`config.mk`:
```
export PLATFORM = sky130hd
export DESIGN_NAME = estagio_busca
export DESIGN_NICKNAME = d
export VERILOG_FILES = /design/src/rtl/estagio_busca_pkg.sv /design/src/rtl/estagio_busca_if_id.sv /design/src/rtl/estagio_busca.sv
export SDC_FILE = /design/constraint.sdc
export NUM_CORES = 1
export LEC_CHECK = 0
export BUFFER_PORTS_ARGS = -buffer_cell sky130_fd_sc_hd__buf_2
export CAP_MARGIN = 20
export CORE_ASPECT_RATIO = 0.6
export CORE_MARGIN = 1.5
export CORE_UTILIZATION = 35
export DETAILED_ROUTE_END_ITERATION = 8
export SYNTH_ARGS = -nofsm -noshare
export SYNTH_HDL_FRONTEND = slang
export SYNTH_SLANG_ARGS = --single-unit
```
`constraint.sdc`:
```
create_clock -name clock -period 20 [get_ports clock]
set_input_delay 6 -clock clock [delete_from_list [all_inputs] [get_ports clock]]
set_output_delay 6 -clock clock [all_outputs]
set_load 0.01 [all_outputs]
```
`src/rtl/estagio_busca_pkg.sv`:
```
// Shared constants and types for the instruction-fetch stage.
package estagio_busca_pkg;

   localparam int          TAMANHO_MEM_PADRAO = 64;
   localparam int          LARGURA_PC         = 64;
   localparam int          LARGURA_INSTR      = 32;
   localparam logic [31:0] NOP                = 32'b0;

   typedef enum logic {
      BUSCA = 1'b0,
      FIM   = 1'b1
   } estado_t;

endpackage

```
`src/rtl/estagio_busca_if_id.sv`:
```
// IF/ID pipeline register: flush inserts a NOP bubble, load captures a fetch, otherwise hold.
module registrador_if_id
   import estagio_busca_pkg::*;
(
   input  logic                     clock,
   input  logic                     reset,
   input  logic                     limpar_i,
   input  logic                     carregar_i,
   input  logic [LARGURA_INSTR-1:0] instrucao_i,
   input  logic [LARGURA_PC-1:0]    pc_i,
   output logic [LARGURA_INSTR-1:0] instrucao_o,
   output logic [LARGURA_PC-1:0]    pc_o,
   output logic                     valido_o
);

   logic [LARGURA_INSTR-1:0] instrucao_q;
   logic [LARGURA_PC-1:0]    pc_q;
   logic                     valido_q;

   // NOTE: state registers use non-blocking assignments so every flop samples pre-edge values.
   always_ff @(posedge clock or posedge reset) begin
      if (reset) begin
         instrucao_q <= NOP;
         pc_q        <= '0;
         valido_q    <= 1'b0;
      end else if (limpar_i) begin
         instrucao_q <= NOP;
         pc_q        <= '0;
         valido_q    <= 1'b0;
      end else if (carregar_i) begin
         instrucao_q <= instrucao_i;
         pc_q        <= pc_i;
         valido_q    <= 1'b1;
      end
   end

   assign instrucao_o = instrucao_q;
   assign pc_o        = pc_q;
   assign valido_o    = valido_q;

endmodule

```
`src/rtl/estagio_busca.sv`:
```
// Fetch stage: PC register, BUSCA/FIM control and delivered-instruction counter around the IF/ID register.
module estagio_busca
   import estagio_busca_pkg::*;
#(
   parameter int              TAMANHO_MEM = TAMANHO_MEM_PADRAO,
   parameter logic [63:0]     PC_INICIAL  = 64'd0
) (
   input  logic                     clock,
   input  logic                     reset,
   input  logic                     parar,
   input  logic                     desvio,
   input  logic [LARGURA_PC-1:0]    endereco_desvio,
   input  logic [LARGURA_INSTR-1:0] instrucao_mem,
   output logic [LARGURA_PC-1:0]    pc,
   output logic [LARGURA_INSTR-1:0] instrucao_id,
   output logic [LARGURA_PC-1:0]    pc_id,
   output logic                     valido_id,
   output logic                     fim,
   output logic [31:0]              contagem
);

   localparam logic [LARGURA_PC-1:0] LIMITE = LARGURA_PC'(TAMANHO_MEM);

   estado_t                 estado_q, estado_d;
   logic [LARGURA_PC-1:0]   pc_q, pc_d;
   logic [31:0]             contagem_q, contagem_d;
   logic                    carregar, limpar;

   always_ff @(posedge clock or posedge reset) begin
      if (reset) begin
         estado_q   <= BUSCA;
         pc_q       <= PC_INICIAL;
         contagem_q <= '0;
      end else begin
         estado_q   <= estado_d;
         pc_q       <= pc_d;
         contagem_q <= contagem_d;
      end
   end

   // NOTE: every output of this block gets a default first, so no path can infer a latch.
   always_comb begin
      estado_d   = estado_q;
      pc_d       = pc_q;
      contagem_d = contagem_q;
      carregar   = 1'b0;
      limpar     = 1'b0;
      if (desvio) begin
         pc_d     = endereco_desvio;
         limpar   = 1'b1;
         estado_d = BUSCA;
      end else if (!parar && estado_q == BUSCA) begin
         if (pc_q < LIMITE) begin
            carregar = 1'b1;
            pc_d     = pc_q + 1'b1;
            if (contagem_q != '1) contagem_d = contagem_q + 1'b1;
         end else begin
            // PC walked off the memory: park here until redirected.
            limpar   = 1'b1;
            estado_d = FIM;
         end
      end
   end

   registrador_if_id u_if_id (
      .clock       (clock),
      .reset       (reset),
      .limpar_i    (limpar),
      .carregar_i  (carregar),
      .instrucao_i (instrucao_mem),
      .pc_i        (pc_q),
      .instrucao_o (instrucao_id),
      .pc_o        (pc_id),
      .valido_o    (valido_id)
   );

   assign pc       = pc_q;
   assign fim      = (estado_q == FIM);
   assign contagem = contagem_q;

endmodule

```
Word-level counts from Yosys, hierarchy flattened --
Index checks and enable logic that the tools add are counted.
Word-level totals: register bits after elaboration 194, bits in latches 0, bits in writable memories 0, bits in read-only memories 0, output and inout bits 194, logic and storage cells 39, memories kept 0
Cells by class: $add $sub $neg 2, multiply operators 0, divide/modulo/power cells 0, magnitude comparators 1, eq/ne operators 2, shifts and indexed selects 0, mux-type cells 18, bitwise logic cells 2, reduce and logical (&&, ||, !) cells 8
Operators with widths (number):
- $mux 64 | 5
- $add 64x1->64 const B | 1
- $lt 64x7->1 const B | 1
- $mux 32 | 2
- $add 32x1->32 const B | 1
- $ne 32x32->1 const B | 1
- $mux 1 | 11
- $reduce_bool 2->1 | 3
- $reduce_and 2->1 | 2
- $reduce_and 4->1 | 1
- $ne 2x2->1 const B | 1
- $not 1->1 | 2
- $logic_and 1x1->1 | 1
- $logic_not 1->1 | 1

Longest topological paths before layout --
Gate-level depths: netlist (run 1).
depth in word-level cells 6, depth in mapped cells 8, gate-level depth less buffers 6

By module --
From an unflattened synthesis (run 1), not the netlist that was laid out.
Second synthesis, totals: cell total of the unflattened synthesis 657, area, all modules 8274.2 um^2
By module, submodules not included:
- estagio_busca | instances 1, cells an instance 343, area each 4354.2 um^2, sequential area each 2427.3 um^2
- registrador_if_id | instances 1, cells an instance 314, area each 3920.0 um^2, sequential area each 2427.3 um^2

Worst setup path after synthesis (run 1) --
Ideal clock, no wire load.
path type input -> register, start in parar, end reg pc_q[1] (netlist: pc[1]), data arrival time 7.277 ns, required time 19.875 ns, setup slack 12.598 ns, stages 5, buffers on the path 0, cells stage by stage nor2_1 > nand4_1 > nor4_1 > mux2_2 > mux2_2
On the way: word-level cells in the longest chain between the ends 4
RTL lines:
- from (decl) | line estagio_busca.sv:10 | input logic parar,
- $logic_not 1->1 | line estagio_busca.sv:52 | end else if (!parar && estado_q == BUSCA) begin
- $logic_and 1x1->1 | line estagio_busca.sv:52
- $reduce_bool 2->1 (no line)
- $reduce_and 2->1 (no line)
- to (signal assigned) | line estagio_busca.sv:36 | pc_q <= pc_d;
- to (decl) | line estagio_busca.sv:25 | logic [LARGURA_PC-1:0] pc_q, pc_d;
No other way between the ends. A chain may end at the register's enable or synchronous reset.

Worst setup path in the final report (run 1) --
start in desvio, end reg contagem_q[1] (netlist: contagem[1])
On the way: word-level cells in the longest chain between the ends 2
RTL lines:
- from (decl) | line estagio_busca.sv:11 | input logic desvio,
- $not 1->1 (no line)
- $reduce_and 4->1 (no line)
- to (signal assigned) | line estagio_busca.sv:37 | contagem_q <= contagem_d;
- to (decl) | line estagio_busca.sv:26 | logic [31:0] contagem_q, contagem_d;
No other way between the ends.

==> impl_metrics.ini, run 1 <==
[yosys]
synth_top_area_share_pct = 64.80
synth_top_family_by_area = simple AND/OR/NAND/NOR gates
yosysUniqueCellTypes = 36
synth_top_cells_by_area = dfrtp_1 (65%), mux2_2 (8.9%), and2_1 (5.1%)
ys.flop_type = dfrtp_1
synth-async-reset-ratio_pct = 100.0
synth_compound_area_share_pct = 5.377
synth_xor_area_share_pct = 3.741
ys_warn_count = 0
syn_nets = 654
synth_fa_ha_area_share_pct = 0.3340
yosysSeqAreaShare_pct = 64.80
syn_avg_cell_area_um2 = 13.57
ys_ff_latch = 194
muxShareOfSynthArea_pct = 9.552
synth_cells = 552
yosysTopAreaCell = dfrtp_1
yosys.area_share.simple_pct = 14.53
ys_top_cells_by_count = dfrtp_1 (194), and2_1 (61), mux2_2 (59)
synth.most_common_cell = dfrtp_1
synth_edf_count = 0
syn_area_um2 = 7492

[global_route]
grt_pass1_wl_mm = 29.70
grt_overflow = 0
first_global_vias = 5283
grt_usage_pct = 17.45
antenna_found_initial = 0
grt_start_max_net_pins = 129

[sta]
slew_violations = 0
slew_headroom_pct = 36.47
period_share_pct = 40.65
fin_crit_ps = 8131
hold_viol = 0
worst_pin_slew_ps = 953.0
finClkSkew_ps = 11.48
rsz0062_at_grt = false
tns_ps = 0
setup_violations = 0
timing.fmax_mhz = 123.0

[finish]
n_antenna_cell = 0
drive_gt1_share_pct = 46.03
fin_nets = 945
syn_to_final_growth_pct = 31.01

[critical_path]
critical_path_arrival_ps = 8430
worstPathRequired_ps = 20300
crit_type = input port to flip-flop
reg2reg_slack_ps = 16960
critPathLaunchType = input port
rr_worst_depth = 6
end_kind = flip-flop
critPathMaxFanout = 76

[placed_design]
place_congestion = 0.8098
hpwl_mm = 13.27
numPortBuffers = 293

[pwr]
vdd_drop_max_mv = 0.05463
power_mw = 0.8051
cellPowerDensity_nw_per_um2 = 82.02
p_leak_nw = 5.096

[drt]
wl_mm = 19.32
drt_iter0_drc = 352
wire_per_inst_um = 17.02
vias = 5450
drcViolationCount = 0
ant_nets = 0
first_pass_iters = 4
viasPerCell = 4.802

[clocking]
cts-buffers-inserted = 17
cts_resized = 0
cts-root-buf = clkbuf_16
postCtsHoldBufs = 0
clk_pin_slew_worst_paths_ps = 70
cts_htree_levels = 4
cts_max_path_buffers = 2
clk-insertion-delay-late_ps = 430
clock_sinks = 194
cts_tree = built
cts_setup_buffers = 0

[flow_run]
cap_violations = 0

[worst_hold_path]
hp-class = flip-flop to flip-flop
min_path_cells = 1

[run_status]
outcome = finished clean

[die]
coreArea_um2 = 20980
start_util_pct = 35.71
die_height_um = 116.3
ios = 294
die-area_um2 = 22320
die_x_um = 191.9
row_count = 41
-- placed cells by master, fill, tap and decap left out, types with 2 or more instances in the layout --
cell type | synthesis | routed
o21ai_0 | 2 | 2
nand4_1 | 35 | 35
a22oi_1 | 2 | 2
xnor2_1 | 32 | 32
clkinv_2 | 0 | 2
nand2_1 | 12 | 12
and4_1 | 3 | 3
nor2b_1 | 3 | 3
a22o_1 | 38 | 38
nor3_1 | 6 | 6
nand3_1 | 12 | 12
inv_1 | 3 | 2
mux2i_1 | 4 | 4
dfrtp_1 | 194 | 194
clkbuf_8 | 0 | 5
and2_1 | 61 | 61
and3_1 | 15 | 15
clkbuf_1 | 20 | 3
nor4_1 | 18 | 18
mux2_2 | 59 | 59
buf_2 | 4 | 293
buf_4 | 1 | 7
nor2_1 | 10 | 9
clkbuf_16 | 0 | 17
ha_1 | 2 | 2
clkinvlp_4 | 0 | 4
-- per-layer routing --
metal	wire (um)	vias up	share of wire [%]	global-route usage, %
met1	9806	2706	51	26.54
met5	0	-	0	0
met4	197	0	1.0	5.365
li1	-	2574	-	-
met2	7959	154	41	22.96
met3	1357	16	7.0	5.919
-- area by class of cell --
| class | instances | area (um2) |
|---|---|---|
| Fill cell | 1946 | 11170 |
| Sequential cell | 194 | 4855 |
| Timing Repair Buffer | 300 | 1519 |
| Clock buffer | 25 | 505.5 |
| Inverter | 3 | 18.77 |
| Multi-Input combinational cell | 327 | 2520 |
| Clock inverter | 7 | 48.80 |
| Tap cell | 279 | 349.1 |
-- flip-flops by register name, summed over array words and instances, names as in the netlist --
register             count
contagem                32
fim                      1
pc                      64
u_if_id.instrucao_o     32
u_if_id.pc_o            64
u_if_id.valido_o         1
-- through the flow --
step           setup WS (ps)  instances  utilization (%)  hold slack, ps  instance area, um2
6_report               11870       1135            46.78           479.8                9816
5_1_grt                11680       1135            46.78           495.6                9816
4_1_cts                11900       1135            46.78           481.7                9816
3_5_place_dp           11440       1103            44.14           464.2                9261
3_3_place_gp           11490       1103            44.14           455.5                9261
2_1_floorplan           8716        552                -           518.5                7492
-- power by group --
part | internal (mW) | switching (mW)
sequential | 0.406 | 0.0116
combinational | 0.0299 | 0.0354
clock | 0.176 | 0.147
total | 0.611 | 0.194
-- cells by family after synthesis --
group,count (synthesis)
flip-flops,194
AND/OR/NAND/NOR,181
multiplexers,64
AO/OA/AOI/OAI,48
XOR/XNOR,32
buffers and inverters,31
adder cells (fa/ha/maj),2
-- worst paths after layout --
path,start,end
setup / recovery,desvio,contagem[1]
hold / removal,u_if_id.pc_o[41],u_if_id.pc_o[41]
setup reg to reg,pc[23],contagem[1]
hold reg to reg,u_if_id.pc_o[41],u_if_id.pc_o[41]
max in group asynchronous,reset,u_if_id.pc_o[1]
min in group asynchronous,reset,contagem[25]
-- critical path, stage by stage --
cell	delay (ps)
buf_2	90
buf_4	380
nor3_1	360
nand4_1	190
nor4_4	160
buf_4	640
nand2_1	200
mux2_1	350
No activity file was read; power rests on OpenSTA's default activity.
==> run 2: changes to the inputs <==
ABC_AREA = 1   (was default)
clock period = 7.8 ns   (was 20 ns; I/O delays follow)
==> run 2 against run 1 <==
Effect of this change:
- clock skew down 2.1 ps
- register-to-register slack worse by 12000 ps
- first-iteration DRC count shrank 3.7%
- final area is 9.8% higher
- global-route usage is 1.9 points higher
- largest cell class unchanged
- clock power increased to 2.6 times the previous value
- highest routed layer is now met5
==> impl_metrics.ini, run 2 <==
[run_status]
outcome = finished clean

[global_route]
grt_start_max_net_pins = 139
grt_usage_pct = 19.32
antenna_found_initial = 1
grt_pass1_wl_mm = 38.14
first_global_vias = 7098
grt_overflow = 0

[critical_path]
endpoint = fim
reg2reg_to = u_if_id.instrucao_o[16]
worstPathRequired_ps = 8150
rr_worst_depth = 10
critPathMaxFanout = 74
reg2reg_slack_ps = 5070
crit_type = input port to flip-flop
timing.rr.start = pc[62]
critPathLaunchType = input port
end_kind = flip-flop
critPathLaunch = desvio
critical_path_arrival_ps = 4550

[placed_design]
dpl_cell_area_um2 = 10230
hpwl_mm = 16.90
place_congestion = 0.8528
numPortBuffers = 293

[yosys]
synth_fa_ha_area_share_pct = 0.2946
syn_area_um2 = 8494
yosys.area_share.simple_pct = 34.54
yosysSeqAreaShare_pct = 57.15
synth_compound_area_share_pct = 0.5303
synth.most_common_cell = nand2_1
ys_top_cells_by_count = nand2_1 (363), nor2_1 (211), dfrtp_1 (194)
ys.flop_type = dfrtp_1
syn_nets = 1159
yosysTopAreaCell = dfrtp_1
muxShareOfSynthArea_pct = 0
ys_warn_count = 0
synth-async-reset-ratio_pct = 100.0
synth_xor_area_share_pct = 1.959
yosysUniqueCellTypes = 22
syn_avg_cell_area_um2 = 8.036
synth_top_area_share_pct = 57.15
synth_top_cells_by_area = dfrtp_1 (57%), nand2_1 (16%), nor2_1 (9.3%)
synth_edf_count = 0
synth_cells = 1057
synth_top_family_by_area = simple AND/OR/NAND/NOR gates
ys_ff_latch = 194

[sta]
hold_slack_ps = 478.2
timing.fmax_mhz = 238.1
fin_crit_ps = 4201
slew_headroom_pct = 32.88
setup_violations = 0
slew_violations = 0
hold_viol = 0
tns_ps = 0
worst_pin_slew_ps = 1007
finClkSkew_ps = 9.381
rsz0062_at_grt = false
period_share_pct = 53.85

[flow_run]
cap_violations = 0

[clocking]
cts-buffers-inserted = 17
postCtsHoldBufs = 0
cts_setup_buffers = 0
clock_sinks = 194
cts_resized = 0
cts_max_path_buffers = 2
cts_htree_levels = 4
clk-insertion-delay-late_ps = 420
cts_tree = built
cts-root-buf = clkbuf_16
clk_pin_slew_worst_paths_ps = 60

[pwr]
power_mw = 2.092
p_leak_nw = 5.892
vdd_drop_max_mv = 0.1104
cellPowerDensity_nw_per_um2 = 194.2

[die]
die-area_um2 = 25240
row_count = 43
start_util_pct = 36.21
coreArea_um2 = 23460
die_x_um = 204.1
die_height_um = 123.7
ios = 294

[finish]
final_area_um2 = 10770
final_common_cell = nand2_1
n_fill_cell = 2413
fin_nets = 1432
syn_to_final_growth_pct = 26.82
n_antenna_cell = 0
mostFrequentLayoutCells = nand2_1 (363), buf_2 (293), nor2_1 (210)
drive_gt1_share_pct = 25.39

[drt]
viasPerCell = 4.522
ant_nets = 0
drt_iter0_drc = 339
first_pass_iters = 5
wire_per_inst_um = 14.51
wl_mm = 24.00
drcViolationCount = 0
vias = 7480

[worst_hold_path]
hp-class = flip-flop to flip-flop
-- run 2: area by class of cell --
type / instances / area (um2) / area share [%]
Clock buffer: 19 / 432.9 / 4.019
Clock inverter: 9 / 111.4 / 1.034
Inverter: 72 / 279.0 / 2.590
Multi-Input combinational cell: 745 / 3182 / 29.54
Sequential cell: 194 / 4855 / 45.06
Tap cell: 315 / 394.1 / 3.659
Timing Repair Buffer: 300 / 1519 / 14.10
-- run 2: cell families (layout without fill, tap and decap cells) --
kind of cell	Yosys count	count (layout)
DFF	194	194
and+or+nand+nor	715	715
AOI/OAI and AO/OA	9	9
adders and majority gates	2	2
xor gates and xnor gates	19	19
buffers and inverters	118	400
-- run 2: through the flow --
step / std cells / setup slack (ps) / utilization [%]
2_1_floorplan: 1057 / 176.1 / -
3_3_place_gp: 1626 / 3168 / 43.60
3_5_place_dp: 1626 / 3148 / 43.60
4_1_cts: 1654 / 3594 / 45.92
5_1_grt: 1654 / 3374 / 45.92
6_report: 1654 / 3599 / 45.92
-- run 2: metal layers --
metal | up-vias | global-route usage [%] | routed length (um)
met5 | - | 0 | 13
met4 | 2 | 3.768 | 142
met3 | 13 | 6.018 | 1597
met2 | 196 | 28.75 | 10330
met1 | 3494 | 27.69 | 11920
li1 | 3775 | - | -
-- run 2: worst min-delay path by stage --
| stage | from | endpoint | slack, ps | cells past startpoint |
|---|---|---|---|---|
| after detailed placement | u_if_id.pc_o[5] | u_if_id.pc_o[5] | 460 | 2 |
| after global placement | u_if_id.instrucao_o[0] | u_if_id.instrucao_o[0] | 460 | 2 |
| after floorplan | u_if_id.instrucao_o[0] | u_if_id.instrucao_o[0] | 520 | 2 |
| final | u_if_id.instrucao_o[3] | u_if_id.instrucao_o[3] | 480 | 2 |
| after global routing | u_if_id.instrucao_o[0] | u_if_id.instrucao_o[0] | 500 | 2 |
| after CTS | u_if_id.pc_o[5] | u_if_id.pc_o[5] | 480 | 2 |
-- run 2: where the power goes --
part / internal (mW) / switching, mW / leakage (nW) / total, mW
Sequential: 1.04 / 0.0308 / 2.58 / 1.07
Clock: 0.467 / 0.377 / 0.261 / 0.843
Combinational: 0.0668 / 0.114 / 3.05 / 0.181
-- run 2: critical path: stages --
cell     delay (ps)
buf_2           100
buf_4           630
nor2_4           60
buf_4           280
inv_2           780
a21oi_1         160
nor2_1          120
==> run 3: changes to the inputs <==
ABC_AREA = 0   (was 1)
clock period = 4.3 ns   (was 7.8 ns; I/O delays follow)
==> run 3 against run 2 <==
Effect of this change:
- die area fell by 12%
- sequential cell count did not move
- largest cell class unchanged
- clock power rose by 100%
- sequential power rose by 81%
- sequential share of layout area rose by 3.8 points
- total power rose by 89%
==> impl_metrics.ini, run 3 (same netlist as run 1, synthesis figures left out) <==
[drt]
wire_per_inst_um = 16.95
drt_iter0_drc = 323
first_pass_iters = 6
drcViolationCount = 0
vias = 5427
wl_mm = 19.33
viasPerCell = 4.761
ant_nets = 0

[critical_path]
crit_slowest_cell = buf_4
path_cells = buf_2 > nor3_1 > nand4_1 > nor4_4 > buf_4 > buf_4 > a22o_1
critPathMaxFanout = 36
endpoint = u_if_id.instrucao_o[3]
reg2reg_slack_ps = 1520
end_kind = flip-flop
path_common_cell = buf_4
reg2reg_to = contagem[1]
timing.rr.start = contagem[0]
slowest_delay_ps = 450
critPathLaunch = parar
critical_path_arrival_ps = 3180
crit_type = input port to flip-flop
worstPathRequired_ps = 4660
rr_worst_depth = 6
critPathLaunchType = input port

[clocking]
cts_htree_levels = 4
cts_setup_buffers = 0
postCtsHoldBufs = 0
clk-insertion-delay-late_ps = 430
cts_tree = built
cts_resized = 0
cts-root-buf = clkbuf_16
cts_max_path_buffers = 2
clock_sinks = 194
cts-buffers-inserted = 17
clk_pin_slew_worst_paths_ps = 70

[pwr]
vdd_drop_max_mv = 0.2498
p_leak_nw = 5.155
power_mw = 3.947
cellPowerDensity_nw_per_um2 = 397.1

[global_route]
grt_usage_pct = 17.62
grt_start_max_net_pins = 98
first_global_vias = 5292
antenna_found_initial = 1
grt_pass1_wl_mm = 29.86
grt_overflow = 0

[finish]
post-route-util_pct = 47.37
mostFrequentLayoutCells = buf_2 (293), dfrtp_1 (194), and2_1 (61)
syn_to_final_growth_pct = 32.67
final_common_cell = buf_2
drive_gt1_share_pct = 46.57
fin_nets = 948
final_area_um2 = 9940
multi_input_area_um2 = 2520
n_fill_cell = 1896
instances_no_fill = 1140
regArea_um2 = 4855

[die]
coreArea_um2 = 20980
ios = 294
row_count = 41
die_x_um = 191.9
start_util_pct = 35.71
die-area_um2 = 22320
die_height_um = 116.3

[sta]
slew_headroom_pct = 38.65
hold_slack_ps = 478.7
rsz0062_at_grt = false
worst_pin_slew_ps = 918.3
setup_slack_ps = 1474
finClkSkew_ps = 15.91
hold_viol = 0
setup_violations = 0
slew_violations = 0
period_share_pct = 65.73
tns_ps = 0
timing.fmax_mhz = 353.8
fin_crit_ps = 2826

[placed_design]
pre_cts_slack_ps = 1049
hpwl_mm = 13.71
dp_cells = 1106
numPortBuffers = 293
place_congestion = 0.8264
dpl_cell_area_um2 = 9305

[worst_hold_path]
hp-class = flip-flop to flip-flop

[flow_run]
cap_violations = 0

[run_status]
outcome = finished clean
[run 3: final cells by class]
| type | count | share of cell area, % |
|---|---|---|
| Clock buffer | 17 | 4.280 |
| Sequential cell | 194 | 48.84 |
| Multi-Input combinational cell | 327 | 25.35 |
| Clock inverter | 15 | 2.052 |
| Inverter | 3 | 0.1511 |
| Tap cell | 279 | 3.512 |
| Antenna cell | 2 | 0.05035 |
| Timing Repair Buffer | 303 | 15.76 |
[run 3: critical path, delay by kind of cell]
| kind | cells | cell delay, ps |
|---|---|---|
| buf+inv | 3 | 930 |
| simple gates | 3 | 730 |
| compound gates | 1 | 210 |
[run 3: how the worst min path moves through the flow]
stage / to / cells after the start / startpoint / slack [ps]
after floorplan: u_if_id.valido_o / 1 / u_if_id.valido_o / 520
after global placement: u_if_id.valido_o / 1 / u_if_id.valido_o / 460
after detailed placement: u_if_id.valido_o / 1 / u_if_id.valido_o / 460
after CTS: u_if_id.pc_o[24] / 1 / u_if_id.pc_o[24] / 480
after global routing: u_if_id.pc_o[32] / 1 / u_if_id.pc_o[32] / 500
final: u_if_id.pc_o[14] / 1 / u_if_id.pc_o[14] / 480
[run 3: power by group]
part | switching, mW | internal, mW
Combinational | 0.166 | 0.143
Sequential | 0.0544 | 1.89
Clock | 0.716 | 0.983
[run 3: per-layer routing]
layer	GRT usage [%]	vias up	share of wire, %
met5	0	-	0
met4	4.688	0	0.66
met3	6.941	10	8.0
met2	24.24	171	42
met1	25.59	2669	49
li1	-	2577	-
